===== config.mk =====
export PLATFORM = sky130hd
export DESIGN_NAME = regfile_wb_scheduler
export DESIGN_NICKNAME = d
export VERILOG_FILES = /design/src/rtl/regfile_wb_scheduler_pkg.sv /design/src/rtl/regfile_wb_scheduler_wb_arbiter.sv /design/src/rtl/regfile_wb_scheduler.sv
export SDC_FILE = /design/constraint.sdc
export NUM_CORES = 1
export LEC_CHECK = 0
export CAP_MARGIN = 15
export CORE_MARGIN = 2
export CORE_UTILIZATION = 45
export CTS_CLUSTER_SIZE = 10
export DETAILED_ROUTE_END_ITERATION = 6
export PLACE_DENSITY = 0.81
export SLEW_MARGIN = 5
export SYNTH_ARGS = -nofsm -noshare
export SYNTH_HDL_FRONTEND = slang
export SYNTH_SLANG_ARGS = --single-unit

===== constraint.sdc =====
create_clock -name clk -period 4.3 [get_ports clk]
set_input_delay 0.86 -clock clk [delete_from_list [all_inputs] [get_ports clk]]
set_output_delay 0.86 -clock clk [all_outputs]
set_load 0.02 [all_outputs]

===== src/rtl/regfile_wb_scheduler_pkg.sv =====
// Shared widths and types for the register-file writeback scheduler.
package regfile_wb_scheduler_pkg;

    localparam int REG_ADDR_W = 5;
    localparam int XLEN       = 32;
    localparam int NUM_REGS   = 32;

    typedef logic [REG_ADDR_W-1:0] reg_addr_t;
    typedef logic [XLEN-1:0]       xlen_t;

    localparam reg_addr_t REG_X0 = '0;

    // Which requester owns the register-file write port this cycle.
    typedef enum logic [1:0] {
        WB_NONE = 2'b00,
        WB_ALU  = 2'b01,
        WB_LSU  = 2'b10
    } wb_src_e;

endpackage


===== src/rtl/regfile_wb_scheduler_wb_arbiter.sv =====
// Two-source writeback arbiter: LSU normally wins, ALU wins once it has
// been denied STARVE_LIMIT consecutive cycles.
module regfile_wb_scheduler_wb_arbiter
    import regfile_wb_scheduler_pkg::*;
#(
    parameter int STARVE_LIMIT = 4
) (
    input  logic    clk,
    input  logic    reset_n,
    input  logic    alu_valid,
    input  logic    lsu_valid,
    output logic    alu_grant,
    output logic    lsu_grant,
    output wb_src_e grant_src
);

    localparam int SW = $clog2(STARVE_LIMIT + 1);
    localparam logic [SW-1:0] STARVE_MAX = SW'(STARVE_LIMIT);

    logic [SW-1:0] starve_cnt;
    logic          alu_first;

    // Grants are suppressed while reset is held so nothing is consumed.
    always_comb begin
        alu_first = (starve_cnt == STARVE_MAX);
        alu_grant = 1'b0;
        lsu_grant = 1'b0;
        grant_src = WB_NONE;
        if (reset_n) begin
            if (alu_valid && (!lsu_valid || alu_first)) begin
                alu_grant = 1'b1;
                grant_src = WB_ALU;
            end else if (lsu_valid) begin
                lsu_grant = 1'b1;
                grant_src = WB_LSU;
            end
        end
    end

    always_ff @(posedge clk) begin
        if (!reset_n) begin
            starve_cnt <= '0;
        end else if (!alu_valid || alu_grant) begin
            starve_cnt <= '0;
        end else if (starve_cnt != STARVE_MAX) begin
            starve_cnt <= starve_cnt + 1'b1;
        end
    end

endmodule


===== src/rtl/regfile_wb_scheduler.sv =====
// Writeback scheduler in front of the register file's single write port,
// with a load scoreboard that stalls issue on RAW/WAW hazards.
module regfile_wb_scheduler
    import regfile_wb_scheduler_pkg::*;
#(
    parameter int STARVE_LIMIT = 4,
    parameter int MAX_PENDING  = 8
) (
    input  logic      clk,
    input  logic      reset_n,
    input  logic      issue_valid,
    input  reg_addr_t issue_rs1,
    input  reg_addr_t issue_rs2,
    input  reg_addr_t issue_rd,
    input  logic      issue_long,
    output logic      issue_stall,
    input  logic      alu_wb_valid,
    input  reg_addr_t alu_wb_addr,
    input  xlen_t     alu_wb_data,
    output logic      alu_wb_ready,
    input  logic      lsu_wb_valid,
    input  reg_addr_t lsu_wb_addr,
    input  xlen_t     lsu_wb_data,
    output logic      lsu_wb_ready,
    output logic      reg_wren,
    output reg_addr_t write_address,
    output xlen_t     write_data,
    output logic      wb_error
);

    localparam int PW = $clog2(MAX_PENDING + 1);
    localparam logic [PW-1:0] PEND_MAX = PW'(MAX_PENDING);

    logic [NUM_REGS-1:0] busy;
    logic [NUM_REGS-1:0] busy_nxt;
    logic [PW-1:0]       pend_cnt;
    logic                alu_grant;
    logic                lsu_grant;
    wb_src_e             grant_src;
    logic                pend_full;
    logic                hazard;
    logic                load_issue;

    // Handshake: a source transfers in the cycle where valid && ready; ready
    // is combinational, goes only to the granted source, and must not be
    // waited on by valid (valid may not depend on ready).
    regfile_wb_scheduler_wb_arbiter #(
        .STARVE_LIMIT(STARVE_LIMIT)
    ) u_arb (
        .clk      (clk),
        .reset_n  (reset_n),
        .alu_valid(alu_wb_valid),
        .lsu_valid(lsu_wb_valid),
        .alu_grant(alu_grant),
        .lsu_grant(lsu_grant),
        .grant_src(grant_src)
    );

    assign alu_wb_ready = alu_grant;
    assign lsu_wb_ready = lsu_grant;

    always_comb begin
        write_address = lsu_wb_addr;
        write_data    = lsu_wb_data;
        if (grant_src == WB_ALU) begin
            write_address = alu_wb_addr;
            write_data    = alu_wb_data;
        end
        reg_wren = (grant_src != WB_NONE) && (write_address != REG_X0);
    end

    // Registered busy only: a cleared register unstalls one cycle later.
    assign pend_full   = (pend_cnt == PEND_MAX);
    assign hazard      = busy[issue_rs1] | busy[issue_rs2] | busy[issue_rd]
                       | (issue_long & pend_full);
    assign issue_stall = !reset_n | (issue_valid & hazard);
    assign load_issue  = issue_valid & !issue_stall & issue_long;

    always_comb begin
        busy_nxt = busy;
        if (load_issue && issue_rd != REG_X0) begin
            busy_nxt[issue_rd] = 1'b1;
        end
        if (lsu_grant) begin
            busy_nxt[lsu_wb_addr] = 1'b0;
        end
        busy_nxt[REG_X0] = 1'b0;
    end

    always_ff @(posedge clk) begin
        if (!reset_n) begin
            busy     <= '0;
            pend_cnt <= '0;
            wb_error <= 1'b0;
        end else begin
            busy <= busy_nxt;
            // A writeback of a load forgotten by reset must not underflow.
            case ({load_issue, lsu_grant && (pend_cnt != '0)})
                2'b10:   pend_cnt <= pend_cnt + 1'b1;
                2'b01:   pend_cnt <= pend_cnt - 1'b1;
                default: pend_cnt <= pend_cnt;
            endcase
            if (lsu_grant && lsu_wb_addr != REG_X0 && !busy[lsu_wb_addr]) begin
                wb_error <= 1'b1;
            end
        end
    end

endmodule


[Word-level counts from Yosys, hierarchy flattened]
Cells that the tools add are included.
Storage, ports and cells
  input port bits: 95
  word-level logic and storage cells: 79
  latch bits: 0
  bits in read-only memories: 0
  bits in registers: 40
  memories: 0
  output and inout bits: 42
  memory bits (writable): 0
Operators by class
  add/sub/neg operators: 3
  shift-type cells: 0
  div/mod/pow operators: 0
  equal/unequal tests: 6
  reductions and logical operators: 22
  $lt $le $gt $ge: 6
  bitwise operators: 12
  muxes and demuxes: 25
  $mul: 0
Operators by type and width (number)
  two-way mux 32 bit: 3
  bitwise AND 32 bit: 1
  inverter 32 bit: 1
  OR 32 bit: 1
  < comparator 5 x 6 -> 1 bit (second input constant): 4
  binary-select mux 1 bit (select 5 bit): 4
  nonzero test 5 bit: 3
  two-way mux 1 bit: 11
  demux 1 bit (select 5 bit): 2
  >= comparator 5 x 1 -> 1 bit (second input constant): 2
  logical AND 1 bit: 8
  case mux 4 bit (2 select lines): 1
  two-way mux 2 bit: 3
  logical NOT 1 bit: 5
  two-way mux 5 bit: 1
  adder 4 x 1 -> 4 bit (second input constant): 1
  bitwise AND 1 bit: 4
  equality test 2 x 1 -> 1 bit (second input constant): 2
  equality test 4 bit (second input constant): 1
  OR 1 bit: 4
  nonzero test 2 bit: 2
  nonzero test 4 bit: 1
  subtractor 4 x 1 -> 4 bit (second input constant): 1
  adder 3 x 1 -> 3 bit (second input constant): 1
  6 further kinds: 7

[Depth between registers and ports, before layout]
  word-level depth: 14
  mapped depth: 15
  gate-level depth less buffers: 13

[Cells and area by module]
A second synthesis with hierarchy kept.
Unflattened totals
  cell total of the unflattened synthesis: 437
  area total of the unflattened synthesis: 3886.2 sq um
Modules (own cells, without submodules)
  regfile_wb_scheduler: area an instance 3703.6 sq um, times used 1, cells an instance 416, seq. area each 720.7 sq um
  regfile_wb_scheduler_wb_arbiter: area an instance 182.7 sq um, times used 1, cells an instance 21, seq. area each 60.1 sq um

[Least setup slack after synthesis]
Ideal clock, no wire load.
  path type: input-to-reg
  from: input port issue_rs1[2]
  to: register pend_cnt[3]
  stages: 13
  required time: 4.224 ns
  setup slack: 0.638 ns
  setup time: 0.076 ns
  arrival: 3.586 ns
  buffers on the path: 1
  cell sequence: buf_2 > mux2_2 > o311ai_0 > o22ai_1 > nor4_4 > nand4_1 > ha_1 > ha_1 > a21o_1 > a21oi_1 > xnor2_1 > or3_1 > a21boi_0
On the way
  longest elaborated chain between the ends: 12
  elaborated cells between the ends (all ways): 14
  classes of those cells: eq/ne (2); mux (3); bitwise (7); reduce/logical (2)
Ends and longest elaborated chain
  start, declared: RTL line regfile_wb_scheduler.sv:12  | input reg_addr_t issue_rs1,
  binary-select mux 1 bit (select 5 bit) *: RTL line regfile_wb_scheduler.sv:74  | assign hazard = busy[issue_rs1] | busy[issue_rs2] | busy[issue_rd]
  two-way mux 1 bit (implied by the code) *: RTL line regfile_wb_scheduler.sv:74
  OR 1 bit * (2 in series): RTL line regfile_wb_scheduler.sv:74
  OR 1 bit *: RTL line regfile_wb_scheduler.sv:75  | | (issue_long & pend_full);
  bitwise AND 1 bit *: RTL line regfile_wb_scheduler.sv:76  | assign issue_stall = !reset_n | (issue_valid & hazard);
  OR 1 bit *: RTL line regfile_wb_scheduler.sv:76
  logical NOT 1 bit *: RTL line regfile_wb_scheduler.sv:77  | assign load_issue = issue_valid & !issue_stall & issue_long;
  bitwise AND 1 bit * (2 in series): RTL line regfile_wb_scheduler.sv:77
  equality test 2 x 1 -> 1 bit / equality test 2 bit (equally long branches): RTL line regfile_wb_scheduler.sv:98  | case ({load_issue, lsu_grant && (pend_cnt != '0)})
  case mux 4 bit (2 select lines) / nonzero test 2 bit (equally long branches)
  end signal, assigned: RTL line regfile_wb_scheduler.sv:99  | 2'b10: pend_cnt <= pend_cnt + 1'b1;
  end signal, assigned: RTL line regfile_wb_scheduler.sv:100  | 2'b01: pend_cnt <= pend_cnt - 1'b1;
  end signal, assigned: RTL line regfile_wb_scheduler.sv:101  | default: pend_cnt <= pend_cnt;
  end, declared: RTL line regfile_wb_scheduler.sv:36  | logic [PW-1:0] pend_cnt;
Mark *: on every way between the ends. The rest lies on a longest branch, timed or not. The select of a mux whose other input is x is not followed.
A chain may end at the register's enable or synchronous reset.

[Worst setup path after layout]
  from: input port issue_rs2[1]
  to: output port issue_stall
On the way
  longest elaborated chain between the ends: 7
Ends and longest elaborated chain
  start, declared: RTL line regfile_wb_scheduler.sv:13  | input reg_addr_t issue_rs2,
  binary-select mux 1 bit (select 5 bit): RTL line regfile_wb_scheduler.sv:74
  two-way mux 1 bit (implied by the code): RTL line regfile_wb_scheduler.sv:74
  OR 1 bit (2 in series): RTL line regfile_wb_scheduler.sv:74
  OR 1 bit: RTL line regfile_wb_scheduler.sv:75
  bitwise AND 1 bit: RTL line regfile_wb_scheduler.sv:76
  OR 1 bit: RTL line regfile_wb_scheduler.sv:76
  end, declared: RTL line regfile_wb_scheduler.sv:16  | output logic issue_stall,
Every way passes these cells. The select of a mux whose other input is x is not followed.

==> out/qor.yml <==
maxSlewViolCount: 0
relSlewSlack: 0.625
rows: 32
drtIter0Drc: 482
fin_crit_sh: 0.978
synth_seq_area_share: 0.215
critPathLaunch: "issue_rs2[1]"
place_congestion: 0.986
final-hold-violation-count: 0
ioPinCount: 137
die_w_microns: 93.7
die-height_microns: 93.7
worst_pin_slew_ps: 558
portBuffers: 136
antenna_found_initial: 0
timing.hold.ws_ps: 498
tritoncts: "done"
maxCapViolCount: 0
syn-cell-area_sq_mm: 0.00362
syn_nets: 503
status: "complete, no violations"
cp_num_cells: 10
synthTopCellsByArea: "dfxtp_1 (22%), mux2_2 (14%), mux4_2 (7.5%), mux2i_1 (6.9%), o21a_1 (6.4%)"
path_class: "in -> out"
utilization: 0.684
gr-total-overflow: 0
ys_ff_latch: 39
syn-instance-count: 402
syn_avg_cell_area_sq_um: 9.01
wl_per_cell_microns: 20.7
cts_buffers: 5
r2r_slack_ps: 960
htreeDepth: 2
cp-start-kind: "primary input"
worst_ir_drop_vdd_v: 0.0000988
antenna-diode-count: 0
rsz0062_at_grt: "no"
synth_top_area_frac: 0.215
synth_area_leader_cell: "dfxtp_1"
insertion_delay_ps: 300
vias: 4104
cts_buffer_depth: 2
critPathCaptureType: "output port"
drc: 0
synth-async-reset-ratio: 0
path_buf_inv: 4
postCtsHoldBufs: 0
ant_nets: 0
nets: 651
syn2layout_area_growth_pct: 46.5
cts.clk_slew.worst_paths_ps: 70
fmax_mhz: 238
power_density_mw_per_mm2: 186
grt_pass1_wl_microns: 21300
cts_sinks: 39
final_cells: 653
grt_max_degree: 43
n_fill_cell: 619
period_needed_ps: 4210
yosysUniqueCellTypes: 59
dp_hpwl_microns: 10700
core_sq_mm: 0.00777
grtUsageTotal: 0.312
worst-path-max-fanout: 5
ys_dominant_reg_cell: "dfxtp_1"
ff2ff_path_depth: 13
slowest_stage: "clkdlybuf4s50_1"
dpl.cell_count: 644
arrival_ps: 3350
yosysWarnings: 0
finClkSkew_ps: 6.89
cts-root-buf: "clkbuf_8"
via_per_inst: 6.28
synth_edf_count: 0
r2r_start: "busy[1]"
finalPower_mw: 0.988
firstDrtPassIters: 5
fp.dieArea_sq_mm: 0.00879
drive_above_1_share: 0.216
path_delay_family: "buffers and inverters"
critPathRequiredTime_ps: 3440
initial_utilization: 0.466
setup_viol: 0
crit_top_cell: "buf_4"
holdCritPathClass: "reg -> reg"
slowest_delay_ps: 480
grt_pass1_vias: 4200
r2r_end: "pend_cnt[3]"
tns_ps: 0
p_leak_nw: 2.01
crit_path_end: "issue_stall"
wl_microns: 13500
path_cells: "clkdlybuf4s50_1, buf_4, mux2_2, o311a_2, nand3_1, nand4_1, nor4_4, buf_4, o21ai_0, clkdlybuf4s15_1"
-- worst reg2reg max path, cell delays in order (launching register included) --
cell and delay, ps:
dfxtp_1 400, mux2_2 290, a32oi_1 230, a31o_2 200, nand4_1 170, nor4_4 370, nand4_1 160, ha_2 230
ha_1 270, a21o_1 170, a21oi_1 160, xnor2_1 110, or3_1 320, a21boi_0 170
-- synth_stat cells, types with 5 or more instances --
| cell | number |
|---|---|
| nor2b_1 | 10 |
| mux4_2 | 12 |
| inv_1 | 9 |
| mux2i_1 | 25 |
| o21a_1 | 31 |
| a31oi_1 | 8 |
| buf_6 | 5 |
| a21oi_1 | 27 |
| nand2b_1 | 9 |
| clkbuf_1 | 15 |
| nand2_1 | 13 |
| dfxtp_1 | 39 |
| nand3_1 | 10 |
| o21ai_0 | 35 |
| and2_1 | 5 |
| nor2_1 | 21 |
| nor3_1 | 7 |
| ha_1 | 5 |
| mux2_2 | 46 |
-- worst min path at each step --
| stage | start | endpoint | slack, ps | cells past startpoint |
|---|---|---|---|---|
| final | wb_error | wb_error | 500 | 2 |
| after global routing | wb_error | wb_error | 540 | 2 |
| after CTS | wb_error | wb_error | 500 | 2 |
| after detailed placement | wb_error | wb_error | 490 | 2 |
| after global placement | wb_error | wb_error | 470 | 2 |
| after floorplan | pend_cnt[3] | pend_cnt[3] | 480 | 2 |
-- layer usage --
layer	GRT usage	wire length [microns]	share of wire	vias up
li1	-	-	-	1827
met2	0.534	6700	0.50	309
met5	0	0	0	-
met3	0.0602	1330	0.099	52
met1	0.377	4900	0.36	1916
met4	0.146	571	0.042	0
-- flip-flops by register name, indices dropped and copies added, names as in the netlist --
register          count
u_arb.starve_cnt      3
pend_cnt              4
busy                 31
wb_error              1
-- power by group --
group	switching, mW	leakage, nW	internal, mW	total, mW
clock network	0.138	0.0412	0.114	0.251
registers	0.00330	0.315	0.364	0.367
logic	0.165	1.65	0.204	0.369
-- logic make-up (layout without fill, tap and decap cells) --
| group | Yosys count | in the layout | share of synthesized area |
|---|---|---|---|
| mux | 86 | 86 | 0.308 |
| fa+ha+maj | 6 | 6 | 0.0228 |
| simple gates | 102 | 102 | 0.165 |
| compound gates | 128 | 128 | 0.227 |
| xor+xnor | 3 | 3 | 0.00725 |
| flops | 39 | 39 | 0.215 |
| buf+inv | 38 | 187 | 0.0542 |
-- area by class of cell --
class,count,area [sq um],share of cell area
clock inverter,2,12.5,0.00236
timing repair buffer,170,1620,0.305
clock buffer,6,72.6,0.0137
sequential,39,781,0.147
tap,102,128,0.0240
inverter,9,33.8,0.00636
multi-input combinational,325,2660,0.502
-- layout by cell type, fill, tap and decap left out, drive strengths merged, types with 3 or more instances in the layout --
cell           count
and2b              3
mux2i             25
mux4              15
o21a              31
nand4              3
clkbuf             6
nor2b             10
nand3b             3
nand2             13
mux2              46
inv                9
buf               34
and2               5
o221a              3
a21oi             27
nand3             10
o21ai             35
nor2              21
o22ai              4
ha                 5
nand2b             9
clkdlybuf4s50    134
or4                3
a31oi              8
dfxtp             39
nor3               7
-- timing repair --
action	4_1_cts	5_1_grt
gates resized for setup	1	4
pin swaps	0	4
buffers inserted	0	1
setup endpoints to repair	1	1
gates cloned	0	0
-- through the flow --
stage | setup WS, ps | area (sq um)
2_1_floorplan | 638 | 3620
6_report | 95.0 | 5310
3_5_place_dp | -269 | 5210
3_3_place_gp | -40.4 | 5210
4_1_cts | 53.7 | 5290
5_1_grt | 3.76 | 5310
No activity file was read; power rests on OpenSTA's default activity.
